### src/rtl/ex_mem_stage.sv
// rtl/ex_mem_stage.sv - EX/MEM pipeline register with two-entry skid buffer, flush and stall counter
module ex_mem_stage #(
    parameter int DW = 32,
    parameter int CW = 16
) (
    input  logic          clk,
    input  logic          rst_n,
    input  logic          in_valid,
    output logic          in_ready,
    input  logic [DW-1:0] in_result,
    input  logic          in_zero,
    input  logic [4:0]    in_rd,
    input  logic          in_reg_write,
    input  logic          in_mem_read,
    input  logic          in_mem_write,
    input  logic [DW-1:0] in_store_data,
    input  logic          flush,
    output logic          out_valid,
    input  logic          out_ready,
    output logic [DW-1:0] out_result,
    output logic          out_zero,
    output logic [4:0]    out_rd,
    output logic          out_reg_write,
    output logic          out_mem_read,
    output logic          out_mem_write,
    output logic [DW-1:0] out_store_data,
    output logic [CW-1:0] stall_cnt
);

    localparam int EW = 2 * DW + 9;

    typedef enum logic [1:0] {
        EMPTY,
        ONE,
        TWO
    } state_t;

    state_t        state;
    logic [EW-1:0] main_q;
    logic [EW-1:0] skid_q;
    logic [EW-1:0] in_entry;
    logic          in_xfer;
    logic          out_xfer;

    assign in_entry = {in_result, in_zero, in_rd, in_reg_write,
                       in_mem_read, in_mem_write, in_store_data};
    assign {out_result, out_zero, out_rd, out_reg_write,
            out_mem_read, out_mem_write, out_store_data} = main_q;

    assign in_xfer  = in_valid & in_ready;
    assign out_xfer = out_valid & out_ready;

    // in_ready and out_valid are registered alongside the state so in_ready
    // never depends combinationally on out_ready.
    always_ff @(posedge clk or negedge rst_n) begin
        if (!rst_n) begin
            state     <= EMPTY;
            in_ready  <= 1'b1;
            out_valid <= 1'b0;
            main_q    <= '0;
            skid_q    <= '0;
        end else if (flush) begin
            state     <= EMPTY;
            in_ready  <= 1'b1;
            out_valid <= 1'b0;
        end else begin
            case (state)
                EMPTY: begin
                    if (in_xfer) begin
                        main_q    <= in_entry;
                        state     <= ONE;
                        out_valid <= 1'b1;
                    end
                end
                ONE: begin
                    if (in_xfer && out_xfer) begin
                        main_q <= in_entry;
                    end else if (in_xfer) begin
                        skid_q   <= in_entry;
                        state    <= TWO;
                        in_ready <= 1'b0;
                    end else if (out_xfer) begin
                        state     <= EMPTY;
                        out_valid <= 1'b0;
                    end
                end
                TWO: begin
                    if (out_xfer) begin
                        main_q   <= skid_q;
                        state    <= ONE;
                        in_ready <= 1'b1;
                    end
                end
                default: begin
                    state     <= EMPTY;
                    in_ready  <= 1'b1;
                    out_valid <= 1'b0;
                end
            endcase
        end
    end

    // Back-pressure counter is deliberately independent of flush.
    always_ff @(posedge clk or negedge rst_n) begin
        if (!rst_n) begin
            stall_cnt <= '0;
        end else if (out_valid && !out_ready && (stall_cnt != {CW{1'b1}})) begin
            stall_cnt <= stall_cnt + CW'(1);
        end
    end

endmodule

### config.mk
export PLATFORM = sky130hd
export DESIGN_NAME = ex_mem_stage
export DESIGN_NICKNAME = d
export VERILOG_FILES = /design/src/rtl/ex_mem_stage.sv
export SDC_FILE = /design/constraint.sdc
export NUM_CORES = 1
export LEC_CHECK = 0
export BUFFER_PORTS_ARGS = -buffer_cell sky130_fd_sc_hd__buf_2
export CAP_MARGIN = 10
export CORE_ASPECT_RATIO = 0.7
export CORE_MARGIN = 4
export CORE_UTILIZATION = 49
export DETAILED_ROUTE_END_ITERATION = 16
export PLACE_DENSITY = 0.87
export SLEW_MARGIN = 20
export SYNTH_ARGS = -nofsm -noshare
export SYNTH_HDL_FRONTEND = slang
export SYNTH_SLANG_ARGS = --single-unit
### constraint.sdc
create_clock -name clk -period 1.91 [get_ports clk]
set_input_delay 0.0955 -clock clk [delete_from_list [all_inputs] [get_ports clk]]
set_output_delay 0.0955 -clock clk [all_outputs]
set_load 0.005 [all_outputs]
# Word level (Yosys, flattened, before mapping)

Index checks and enable logic that the tools add are counted.

Add/subtract/negate cells: 1
Equality and inequality tests: 15
Multiplexer cells: 22
Bitwise logic cells: 4
Reductions and logical operators: 11

Operators by type and width:

| kind                  | number |
|---|---|
| $mux 73               | 3 |
| $pmux 73 s3           | 1 |
| $ne 3x3->1 const B    | 6 |
| $add 16x1->16 const B | 1 |
| $ne 16x16->1 const B  | 1 |
| $mux 2                | 6 |
| $reduce_and 4->1      | 3 |
| $ne 2x2->1 const B    | 5 |
| $reduce_and 5->1      | 2 |
| $mux 1                | 9 |
| $pmux 1 s3            | 2 |
| $pmux 2 s3            | 1 |
| $ne 4x4->1 const B    | 1 |
| $logic_and 1x1->1     | 3 |
| $reduce_bool 3->1     | 1 |
| $and 1x1->1           | 2 |
| $eq 2x1->1 const B    | 1 |
| $eq 2x2->1 const B    | 1 |
| $logic_not 2->1       | 1 |
| $not 1->1             | 2 |
| $logic_not 1->1       | 1 |

Bits in registers: 166
Output and inout bits: 91
Word-level logic and storage cells: 59

# Depth between registers and ports, before layout

Depth after elaboration: 6
Depth in mapped cells: 6

# Worst setup path before layout

No wires, ideal clock.

Path kind: register -> register
From: register state[0]
To: register main_q[30]
Data arrival time: 1.806 ns
Setup slack: -0.021 ns
Cell stages (with the launch flop): 7
Path buffers: 3
Period minus slack after synthesis: 1.931 ns
Path through: dfrtp_1 -> buf_2 -> nor2b_1 -> buf_2 -> buf_1 -> mux2_2 -> mux2_2

Longest elaborated chain between the ends: 3

Ends and longest elaborated chain:

| element                                                   | line | text |
|---|---|---|
| start: declaration                                        | 38   | `state_t state;` |
| start signal: assignment                                  | 57   | `state <= EMPTY;` |
| start signal: assignment                                  | 63   | `state <= EMPTY;` |
| start signal: assignment                                  | 71   | `state <= ONE;` |
| $eq 2x1->1, or another cell as far along                  | 67   | `case (state)` |
| $ne 2x2->1 (no line) or $reduce_bool 3->1 (tied branches) | n/a  |  |
| $reduce_and 5->1 (no line)                                | n/a  |  |
| end signal: assignment                                    | 70   | `main_q <= in_entry;` |
| end signal: assignment                                    | 77   | `main_q <= in_entry;` |
| end signal: assignment                                    | 89   | `main_q <= skid_q;` |
| end: declaration                                          | 39   | `logic [EW-1:0] main_q;` |

Parallel ways exist; a longest one is shown, timed or not.
A chain may end at the register's enable or synchronous reset.

# Worst setup path after layout

From: register in_ready
To: register main_q[32]

Longest elaborated chain between the ends: 4

Ends and longest elaborated chain:

| element                      | line | text |
|---|---|---|
| start: declaration           | 9    | `output logic in_ready,` |
| start signal: assignment     | 58   | `in_ready <= 1'b1;` |
| start signal: assignment     | 64   | `in_ready <= 1'b1;` |
| start signal: assignment     | 81   | `in_ready <= 1'b0;` |
| $and 1x1->1 *                | 50   | `assign in_xfer = in_valid & in_ready;` |
| $logic_and 1x1->1            | 76   | `if (in_xfer && out_xfer) begin` |
| $ne 2x2->1 (no line)         | n/a  |  |
| $reduce_and 5->1 (no line) * | n/a  |  |

Every way passes the cells marked *; elsewhere a longest branch is shown, timed or not.

==> impl_results.md <==
* Fillers at 950
* Max-slew violations at 0
* Endpoints failing setup at 0
* Rel. slew slack at 65.8%
* Initial Utilization at 49.9%
* H-tree Lvls at 4
* Clock slew at reported path FFs at 0.06 ns
* Total number of vias at 5276
* Post-route DRC at 0
* Sequential area share after synthesis at 56.7%
* First-pass GRT wire length at 28.7 mm
* Worst-Margin Slew at 0.513 ns
* Num Clock Sinks at 166
* # placed instances at 854
* Final clock period utilization by the worst path at 99.2%
* Clock Tree Root: clkbuf_16
* Final Hold Fails at 0
* Antenna diodes at 0
* Layout cells sized above 1 at 57.7%
* Critical setup path kind: register to register
* Post-synth top area cell: dfrtp_1
* Skew final at 0.00674 ns
* Deepest clock path buffer count at 2
* Max-cap violations at 0
* Most numerous cell in the Yosys netlist: mux2_2
* CTS tree: yes
* Cell area after layout at 10200 um^2
* Die Width at 154 um
* RSZ-0062 raised after global routing: yes
* Clock share of power at 26.1%
* Ports at 169
* Synth unique cells at 35
* CP required at 2.21 ns
* Hold Crit Class: primary input to register
* Final worst path period need at 1.90 ns
* Yosys warning total at 0
* Startpoint types: register
* Num rows at 37
* Pwr dens at 1290 nW/um^2
* Die ar. at 17000 um^2
* Final Worst Setup Slack at 0.0149 ns
* Async SR Flop Fraction at 100%
* Fin nets at 844
* Total wire length at 19.3 mm
* Total CTS buffers at 17
* Post-route ant nets at 0
* Dpl cell area at 8510 um^2
* Mux cell area share after synthesis at 33.8%
* Core Box Area at 14700 um^2
* Clock Latency Late Sink at 0.42 ns
* Seq cells post-synth at 166
* Top-area cell type share of the netlist area at 56.3%
* Total internal power at 0.00939 W
* IO buf count at 168
* Total GRT Usage at 21.3%
* Leakage at 4.68 nW
* Die Y-Extent at 110 um
* Part of the power in registers at 45.8%
* Critical-path maximum fanout at 8
* Overflow after GRT at 0
* Synth Net Count at 577
* Initial drt markers at 263
* Vias in the first global route at 5623
* Largest net degree at the start of global routing at 54
* Post-synthesis compound-gate area fraction at 1.95%
* Area of the mapped netlist at 7330 um^2
* Initial antenna violation count at 0
* Place WS at 0.0238 ns
* Non-Filler Instances at 973
* Fraction of the mapped netlist area in adder cells at 0.171%
* Vias per cell at 5.42
* Setup crit end kind: register
* DP Wirelength at 11.6 mm
* Post-Syn Instances at 498
* Sw Ratio at 28.4%
* Worst VDD drop at 0.892 mV
* Util after Layout at 69.3%
* Fmax at 0.528 GHz
* Post-Synth XOR/XNOR Area at 1.31%
* Most frequently used flop master after synthesis: dfrtp_1
* Cells taking the most area after synthesis: dfrtp_1 (56%), mux2_2 (33%), buf_6 (1.1%), mux2_1 (0.92%), buf_2 (0.89%)
* WL/cell at 19.9 um
* Largest family of logic cells by synthesized area: multiplexers
* Post-Syn Area per Cell at 14.7 um^2
* Placer Congestion at 0.939
* Synth top cells by count: mux2_2 (214), dfrtp_1 (165), buf_2 (13)
* Status: finished clean
* Post-synth EDFFs at 0
* Combinational power share at 28.1%
* Arr. time, crit path at 2.20 ns
* Synth Area in Simple Gates at 3.69%
* Area Overhead vs Synth at 38.8%
* Drt first pass iters at 5
* Total power at 0.0131 W
* Psw at 0.00372 W
==> per-layer routing <==
| metal | vias to the layer above | wire length [um] | global-route usage [%] |
|---|---|---|---|
| li1 | 2337 | - | - |
| met1 | 2702 | 7960 | 26.0 |
| met2 | 204 | 9820 | 36.9 |
| met3 | 33 | 1250 | 5.93 |
| met4 | 0 | 305 | 7.31 |
| met5 | - | 0 | 0 |
==> kinds of logic after synthesis <==
family	Yosys count
DFF	166
xor gates and xnor gates	11
buffers and inverters	28
muxes	220
adders and majority gates	1
AOI/OAI and AO/OA	21
and+or+nand+nor	51
==> worst max-delay path, stage by stage (launching register included) <==
cell and delay (ns):
dfstp_2 0.56, nand2_2 0.06, a211o_1 0.26, a21oi_4 0.21, buf_12 0.18, clkbuf_16 0.17, mux2_2 0.34
==> through the flow <==
stage / TNS [ns] / hold WS, ns
finish: 0 / 0.0428
global route: -1.43 / 0.0494
CTS: 0 / 0.0183
detailed placement: 0 / 0.0800
global placement: 0 / 0.0669
floorplan: 0 / -0.200
==> placed cells by master, fill, tap and decap left out, types with 3 or more instances in the layout <==
cell / n
a21oi_1: 7
a31oi_1: 5
and2_1: 3
and3_1: 3
and4_1: 4
buf_12: 9
buf_2: 167
buf_4: 12
buf_6: 3
clkbuf_16: 23
clkbuf_8: 3
clkinv_2: 3
clkinvlp_4: 3
dfrtp_1: 165
dlygate4sd3_1: 75
inv_1: 3
mux2_1: 5
mux2_2: 192
mux2_4: 23
nand2_1: 11
nand4_1: 7
nor2_1: 12
nor4_1: 3
xnor2_1: 4
xor2_1: 7
==> flip-flops by register name (all words and copies together), names as in the netlist <==
signal,cells
state,2
in_ready,1
stall_cnt,16
main_q,73
skid_q,73
out_valid,1
==> worst paths after layout <==
path | from | end | slack [ns] | cells past startpoint
max | in_ready$_DFFE_PN1P_ | main_q[32]$_DFFE_PN0P_ | 0.01 | 6
min | in_valid | in_ready$_DFFE_PN1P_ | 0.04 | 4
max reg2reg | in_ready$_DFFE_PN1P_ | main_q[32]$_DFFE_PN0P_ | 0.01 | 6
min reg2reg | main_q[26]$_DFFE_PN0P_ | main_q[26]$_DFFE_PN0P_ | 0.50 | 1
max in group asynchronous | rst_n | in_ready$_DFFE_PN1P_ | 1.06 | 3
min in group asynchronous | rst_n | main_q[10]$_DFFE_PN0P_ | 0.19 | 2
==> final cells by class <==
cell class	count	area [um^2]	area share, %
Clock inverter	11	124	1.22
Multi-Input combinational cell	304	3110	30.6
Inverter	3	11.3	0.111
Sequential cell	166	4160	40.9
Clock buffer	21	470	4.63
Timing Repair Buffer	273	2060	20.2
Tap cell	195	244	2.40
==> power groups by stage <==
stage	Sequential, W	Combinational [W]	Clock (W)
floorplan	0.00580	0.00183	0
CTS	0.00593	0.00338	0.00348
finish	0.00601	0.00369	0.00342
global route	0.00614	0.00400	0.00364
detailed placement	0.00596	0.00324	0
global placement	0.00581	0.00305	0
==> timing repair <==
| action | in CTS | in global routing |
|---|---|---|
| endpoints found under the setup margin | 0 | 73 |
| gates resized for setup | 0 | 28 |
| endpoints found under the hold margin | 125 | 0 |
| setup buffers | 0 | 3 |
| hold buffers | 75 | 0 |
No activity file was read; power rests on OpenSTA's default activity.
